**src/rtl/dsp_mac_pipe.sv**
```systemverilog
// dsp_mac_pipe: three-stage signed DSP slice.
//   stage 1  operand registers (B register doubles as the BCOUT cascade)
//   stage 2  pre-adder feeding a full-width signed multiplier, product in M
//   stage 3  post-adder / accumulator into P, with carry, overflow and
//            optional saturation
// An in-band valid bit travels alongside the operands. P only changes on
// valid cycles, so bubbles never re-accumulate. CE freezes the whole pipe.
module dsp_mac_pipe #(
  parameter int A_WIDTH  = 18,
  parameter int B_WIDTH  = 18,
  parameter int P_WIDTH  = 48,
  parameter bit SATURATE = 1'b0
) (
  input  logic                       CLK,
  input  logic                       RST,
  input  logic                       CE,
  input  logic                       IN_VALID,
  input  logic [A_WIDTH-1:0]         A,
  input  logic [B_WIDTH-1:0]         B,
  input  logic [B_WIDTH-1:0]         D,
  input  logic [P_WIDTH-1:0]         C,
  input  logic                       CARRYIN,
  input  logic [4:0]                 OPMODE,
  output logic [B_WIDTH-1:0]         BCOUT,
  output logic [A_WIDTH+B_WIDTH-1:0] M,
  output logic [P_WIDTH-1:0]         P,
  output logic                       CARRYOUT,
  output logic                       OVERFLOW,
  output logic                       OUT_VALID
);

  localparam int M_WIDTH = A_WIDTH + B_WIDTH;

  // OPMODE field positions
  localparam int OP_PRE_EN   = 0;
  localparam int OP_PRE_SUB  = 1;
  localparam int OP_POST_SUB = 4;

  typedef enum logic [1:0] {
    ZSEL_ZERO  = 2'b00,
    ZSEL_C     = 2'b01,
    ZSEL_P     = 2'b10,
    ZSEL_ZERO2 = 2'b11
  } zsel_e;

  // Stage 1 registers
  logic [A_WIDTH-1:0] a1_q;
  logic [B_WIDTH-1:0] b1_q, d1_q;
  logic [P_WIDTH-1:0] c1_q;
  logic               cin1_q, v1_q;
  logic [4:0]         op1_q;

  // Stage 2 registers
  logic [M_WIDTH-1:0] m_q;
  logic [P_WIDTH-1:0] c2_q;
  logic               cin2_q, v2_q;
  logic [4:0]         op2_q;

  // Stage 3 registers
  logic [P_WIDTH-1:0] p_q;
  logic               co_q, ovf_q, out_valid_q;

  // Stage 1: capture operands and the valid bit
  // NOTE: every clocked assignment is non-blocking so all stages sample the
  // pre-edge values of the stage before them.
  always_ff @(posedge CLK) begin
    if (RST) begin
      a1_q   <= '0;
      b1_q   <= '0;
      d1_q   <= '0;
      c1_q   <= '0;
      cin1_q <= 1'b0;
      op1_q  <= '0;
      v1_q   <= 1'b0;
    end else if (CE) begin
      a1_q   <= A;
      b1_q   <= B;
      d1_q   <= D;
      c1_q   <= C;
      cin1_q <= CARRYIN;
      op1_q  <= OPMODE;
      v1_q   <= IN_VALID;
    end
  end

  // Stage 2 combinational: wrapping pre-adder, then sign-extended multiply
  logic [B_WIDTH-1:0] pre_d;
  logic [M_WIDTH-1:0] a_ext, pre_ext, m_d;

  // NOTE: each always_comb output gets a default first so no path can
  // leave it unassigned and infer a latch.
  always_comb begin
    pre_d = b1_q;
    if (op1_q[OP_PRE_EN]) begin
      pre_d = op1_q[OP_PRE_SUB] ? (d1_q - b1_q) : (d1_q + b1_q);
    end
    // Low M_WIDTH bits of an unsigned product of sign-extended operands
    // equal the signed product.
    a_ext   = {{B_WIDTH{a1_q[A_WIDTH-1]}}, a1_q};
    pre_ext = {{A_WIDTH{pre_d[B_WIDTH-1]}}, pre_d};
    m_d     = a_ext * pre_ext;
  end

  // Stage 2: product register (updates on bubbles too) and side-band forward
  always_ff @(posedge CLK) begin
    if (RST) begin
      m_q    <= '0;
      c2_q   <= '0;
      cin2_q <= 1'b0;
      op2_q  <= '0;
      v2_q   <= 1'b0;
    end else if (CE) begin
      m_q    <= m_d;
      c2_q   <= c1_q;
      cin2_q <= cin1_q;
      op2_q  <= op1_q;
      v2_q   <= v1_q;
    end
  end

  // Stage 3 combinational: Z mux, post add/sub, carry, overflow, saturation
  logic [P_WIDTH-1:0] z_d, msx_d, y_mag_d, y_d, r_d, p_d;
  logic [P_WIDTH:0]   s_d;
  logic               co_d, ovf_d;

  always_comb begin
    case (zsel_e'(op2_q[3:2]))
      ZSEL_C:  z_d = c2_q;
      ZSEL_P:  z_d = p_q;   // feedback from the P register: no accumulate hazard
      default: z_d = '0;
    endcase
    msx_d = {{(P_WIDTH-M_WIDTH){m_q[M_WIDTH-1]}}, m_q};
    if (op2_q[OP_POST_SUB]) begin
      s_d = {1'b0, z_d} - ({1'b0, msx_d} + {{P_WIDTH{1'b0}}, cin2_q});
    end else begin
      s_d = {1'b0, z_d} + {1'b0, msx_d} + {{P_WIDTH{1'b0}}, cin2_q};
    end
    r_d  = s_d[P_WIDTH-1:0];
    co_d = s_d[P_WIDTH];
    // The second addend as actually added to Z; Msx+CIN cannot overflow
    // because P_WIDTH exceeds the product width.
    y_mag_d = msx_d + {{(P_WIDTH-1){1'b0}}, cin2_q};
    y_d     = op2_q[OP_POST_SUB] ? -y_mag_d : y_mag_d;
    ovf_d   = (z_d[P_WIDTH-1] == y_d[P_WIDTH-1]) &&
              (r_d[P_WIDTH-1] != z_d[P_WIDTH-1]);
    p_d = r_d;
    if (SATURATE && ovf_d) begin
      p_d = z_d[P_WIDTH-1] ? {1'b1, {(P_WIDTH-1){1'b0}}}
                           : {1'b0, {(P_WIDTH-1){1'b1}}};
    end
  end

  // Stage 3: result registers write only on valid; OUT_VALID tracks v2
  always_ff @(posedge CLK) begin
    if (RST) begin
      p_q         <= '0;
      co_q        <= 1'b0;
      ovf_q       <= 1'b0;
      out_valid_q <= 1'b0;
    end else if (CE) begin
      out_valid_q <= v2_q;
      if (v2_q) begin
        p_q   <= p_d;
        co_q  <= co_d;
        ovf_q <= ovf_d;
      end
    end
  end

  assign BCOUT     = b1_q;
  assign M         = m_q;
  assign P         = p_q;
  assign CARRYOUT  = co_q;
  assign OVERFLOW  = ovf_q;
  assign OUT_VALID = out_valid_q;

endmodule

```
**config.mk**
```make
export PLATFORM = sky130hd
export DESIGN_NAME = dsp_mac_pipe
export DESIGN_NICKNAME = d
export VERILOG_FILES = /design/src/rtl/dsp_mac_pipe.sv
export SDC_FILE = /design/constraint.sdc
export NUM_CORES = 2
export LEC_CHECK = 0
export CORE_UTILIZATION = 45
export DETAILED_ROUTE_END_ITERATION = 10
export GPL_TIMING_DRIVEN = 0
export PLACE_DENSITY = 0.69
export SYNTH_ARGS = -nofsm -noshare
export SYNTH_HDL_FRONTEND = slang
export SYNTH_SLANG_ARGS = --single-unit
```
**constraint.sdc**
```tcl
create_clock -name CLK -period 9.3 [get_ports CLK]
set_input_delay 0.93 -clock CLK [delete_from_list [all_inputs] [get_ports CLK]]
set_output_delay 0.93 -clock CLK [all_outputs]
set_load 0.1 [all_outputs]
```
==> flow_metrics.tcl <==
set metrics [dict create \
    status "finished with violations" \
    violations "design-rule violations" \
    synth_top_area_share_pct 22.1 \
    cts_tree "done" \
    period_needed_ps 9020 \
    p_int_w 0.00354 \
    fin_skew_ps 17.6 \
    die_h_um 261 \
    numCtsBuffers 29 \
    arrival_ps 9470 \
    wl_per_cell_um 21.9 \
    root_buffer "clkbuf_16" \
    grtUsageTotal_pct 30.2 \
    synth_top_area_cell "fa_1" \
    firstDrtPassIters 11 \
    dpl.cell_count 4688 \
    dieArea_um2 68200 \
    core_area_um2 66100 \
    crit_required_ps 9750 \
    post-dp-hpwl_mm 85.3 \
    yosys_warnings 0 \
    p_per_area_nw_per_um2 203 \
    insertion_delay_ps 600 \
    h-tree-depth 1 \
    place_congestion 0.984 \
    cpMostUsedCell "fa_1" \
    tightest_slew_ps 1340 \
    fillers 6293 \
    start_util_pct 45.7 \
    n_antenna_cell 0 \
    path_clk_slew_ps 70 \
    post-route-period-util_pct 97.0 \
    synth_ff_type "dfxtp_1" \
    cpPeakStageDelay_ps 560 \
    syn-num-nets 4310 \
    ys_async_sr_fraction_pct 0 \
    pin_count 217 \
    yosysSeqAreaShare_pct 16.5 \
    min_path_type "register to register" \
    grt_pass1_vias 26300 \
    fin_nets 4570 \
    finalNonFillerCells 4755 \
    grt_max_degree 32 \
    drc 12 \
    cts.sinks 249 \
    p_clk_share_pct 16.7 \
    overflow 0 \
    fin_util_pct 52.8 \
    antenna_found_initial 6 \
    synth_seq_cells 249 \
    setup_viol 0 \
    cts_hold_repair.buffers 0 \
    layout-drive-gt1-share_pct 5.68 \
    p_switching_w 0.00356 \
    grt_pass1_wl_mm 156 \
    num_rows 94 \
    netlist_area_um2 30200 \
    max_freq_mhz 111 \
    cp_max_fo 10 \
    drv_slew 0 \
    worstSetupPathType "register to register" \
    cts_buffer_depth 3 \
    syn2layout_area_growth_pct 15.3 \
    power.leakage_nw 16.2 \
    antenna_left 0 \
    max_slew_margin_pct 10.5 \
    wirelength_mm 104 \
    synth.avg_cell_area_um2 8.38 \
    io_buffers 215 \
    ys_types 99 \
    worst_ir_drop_vdd_mv 0.124 \
    hold_viol_final 0 \
    startpoint_type "register" \
    die_w_um 261 \
    synth_edf_count 0 \
    power.share.switching_pct 50.1 \
    p_seq_share_pct 19.1 \
    end_kind "register" \
    dr_total_vias 26800 \
    cap_violations 0 \
    combPwrFrac_pct 64.3 \
    synthCells 3609 \
    synth_area_leaders "fa_1, dfxtp_1, ha_1" \
    drtIter0Drc 2305 \
    crit_path_top_delay_cell "fa_1" \
    via_per_inst 5.64 \
]
[worst paths after layout]
kind                  from  endpoint  depth (start not counted)  slack [ps]
hold / removal       P[35]     P[35]                          2         480
setup / recovery  BCOUT[3]     M[26]                         38         280
setup reg to reg  BCOUT[3]     M[26]                         38         280
hold reg to reg      P[35]     P[35]                          2         480
[cells in the final DEF, fill, tap and decap left out, types with 8 or more instances in the layout]
cell             count
nor2_1             348
nor3_1              42
nand4_1             28
nand2_1            265
mux2i_1            189
a21oi_1            180
buf_1               32
nand2b_1            26
a22oi_1             51
nor4_1              15
xor2_1              27
nand3_1             29
o221ai_1             9
a31oi_1             26
buf_4               19
xnor2_1            129
clkdlybuf4s50_1    215
inv_1              570
and3_1              17
fa_1               333
dfxtp_1            243
nor2b_1             49
clkbuf_16           29
and2_1             130
o211ai_1            31
ha_1               249
mux2_2               8
o31ai_1             12
a21o_1              51
o21ai_0             94
o21bai_1            23
clkbuf_1           112
or2_2               53
o21ai_1             14
o21a_1              15
or3_1                9
a211oi_1            21
[worst max-delay path: cells and delay by family (launching register included)]
family          cells  cell delay [ps]
buf+inv             5              610
mux                 1              290
xor+xnor            3              600
flops               1              360
compound gates     12             1970
fa+ha+maj           8             3750
simple gates        9             1260
[area by class of cell]
class,instances,area [um2],share of cell area [%]
Clock buffer,36,802,2.30
Multi-Input combinational cell,2629,22800,65.2
Inverter,573,2150,6.17
Clock inverter,17,180,0.517
Buffer,156,634,1.82
Timing Repair Buffer,231,2270,6.52
Tap cell,864,1080,3.10
Sequential cell,249,5000,14.3
[power by group through the flow]
| stage | clock [W] | combinational (W) | sequential, W |
|---|---|---|---|
| after global routing | 0.00124 | 0.00500 | 0.00135 |
| final | 0.00118 | 0.00456 | 0.00135 |
| after CTS | 0.00119 | 0.00444 | 0.00134 |
| after global placement | 0 | 0.00436 | 0.00136 |
| after detailed placement | 0 | 0.00438 | 0.00136 |
| after floorplan | 0 | 0.00296 | 0.00158 |
[per-stage QoR]
stage,worst slack [ps],instance area (um2),power [W],TNS (ps),hold WS [ps]
4_1_cts,2.94,34600,0.00697,0,475
3_5_place_dp,-1570,33500,0.00574,-18140,466
2_1_floorplan,141,30200,0.00453,0,460
5_1_grt,-133,34900,0.00760,-478,520
3_3_place_gp,-1420,33500,0.00572,-15160,458
6_report,280,34900,0.00709,0,480
[registers in the layout, indices dropped and copies added (netlist names)]
signal     flops
c1_q          48
M             36
d1_q          18
P             48
v2_q           1
CARRYOUT       1
OUT_VALID      1
cin2_q         1
BCOUT         18
op2_q          3
c2_q          48
v1_q           1
a1_q          18
op1_q          5
OVERFLOW       1
cin1_q         1
[synthesized netlist by cell type (11+ instances only)]
master / number
o211ai_1: 31
fa_1: 334
o21bai_1: 23
and3_1: 17
a211oi_1: 21
clkbuf_1: 123
nand2b_1: 26
mux2i_1: 190
xnor2_1: 130
o31ai_1: 14
buf_1: 32
or2_2: 53
nor3_1: 43
dfxtp_1: 249
inv_1: 572
a22oi_1: 51
nor2_1: 351
xor2_1: 27
nand3_1: 29
ha_1: 255
nor4_1: 17
o21ai_1: 11
o21a_1: 15
nor2b_1: 49
nand2_1: 265
nand4_1: 28
a31oi_1: 27
a21o_1: 51
and2_1: 130
a21oi_1: 186
o21ai_0: 98
[cell families (layout without fill, tap and decap cells)]
family / count (synthesis) / count (layout) / share of synthesized area, %
compound gates: 618 / 619 / 13.4
flops: 249 / 249 / 16.5
mux: 202 / 203 / 6.75
fa+ha+maj: 589 / 589 / 32.7
buf+inv: 733 / 1013 / 9.14
simple gates: 1061 / 1061 / 17.0
xor+xnor: 157 / 157 / 4.55
[repair_timing]
item / in CTS / in global routing
resized for setup: 37 / 47
hold endpoints to repair: 0 / 0
endpoints found under the setup margin: 21 / 14
pin swaps: 2 / 18
cloned: 0 / 2
buffers inserted: 3 / 13
[per-layer routing]
layer	up-vias	wire length (um)	GRT usage [%]
li1	12300	-	-
met1	13100	43500	41.1
met2	1138	46800	48.6
met3	236	9070	4.50
met4	12	4400	10.9
met5	-	81	0
No activity file was read; power rests on OpenSTA's default activity.
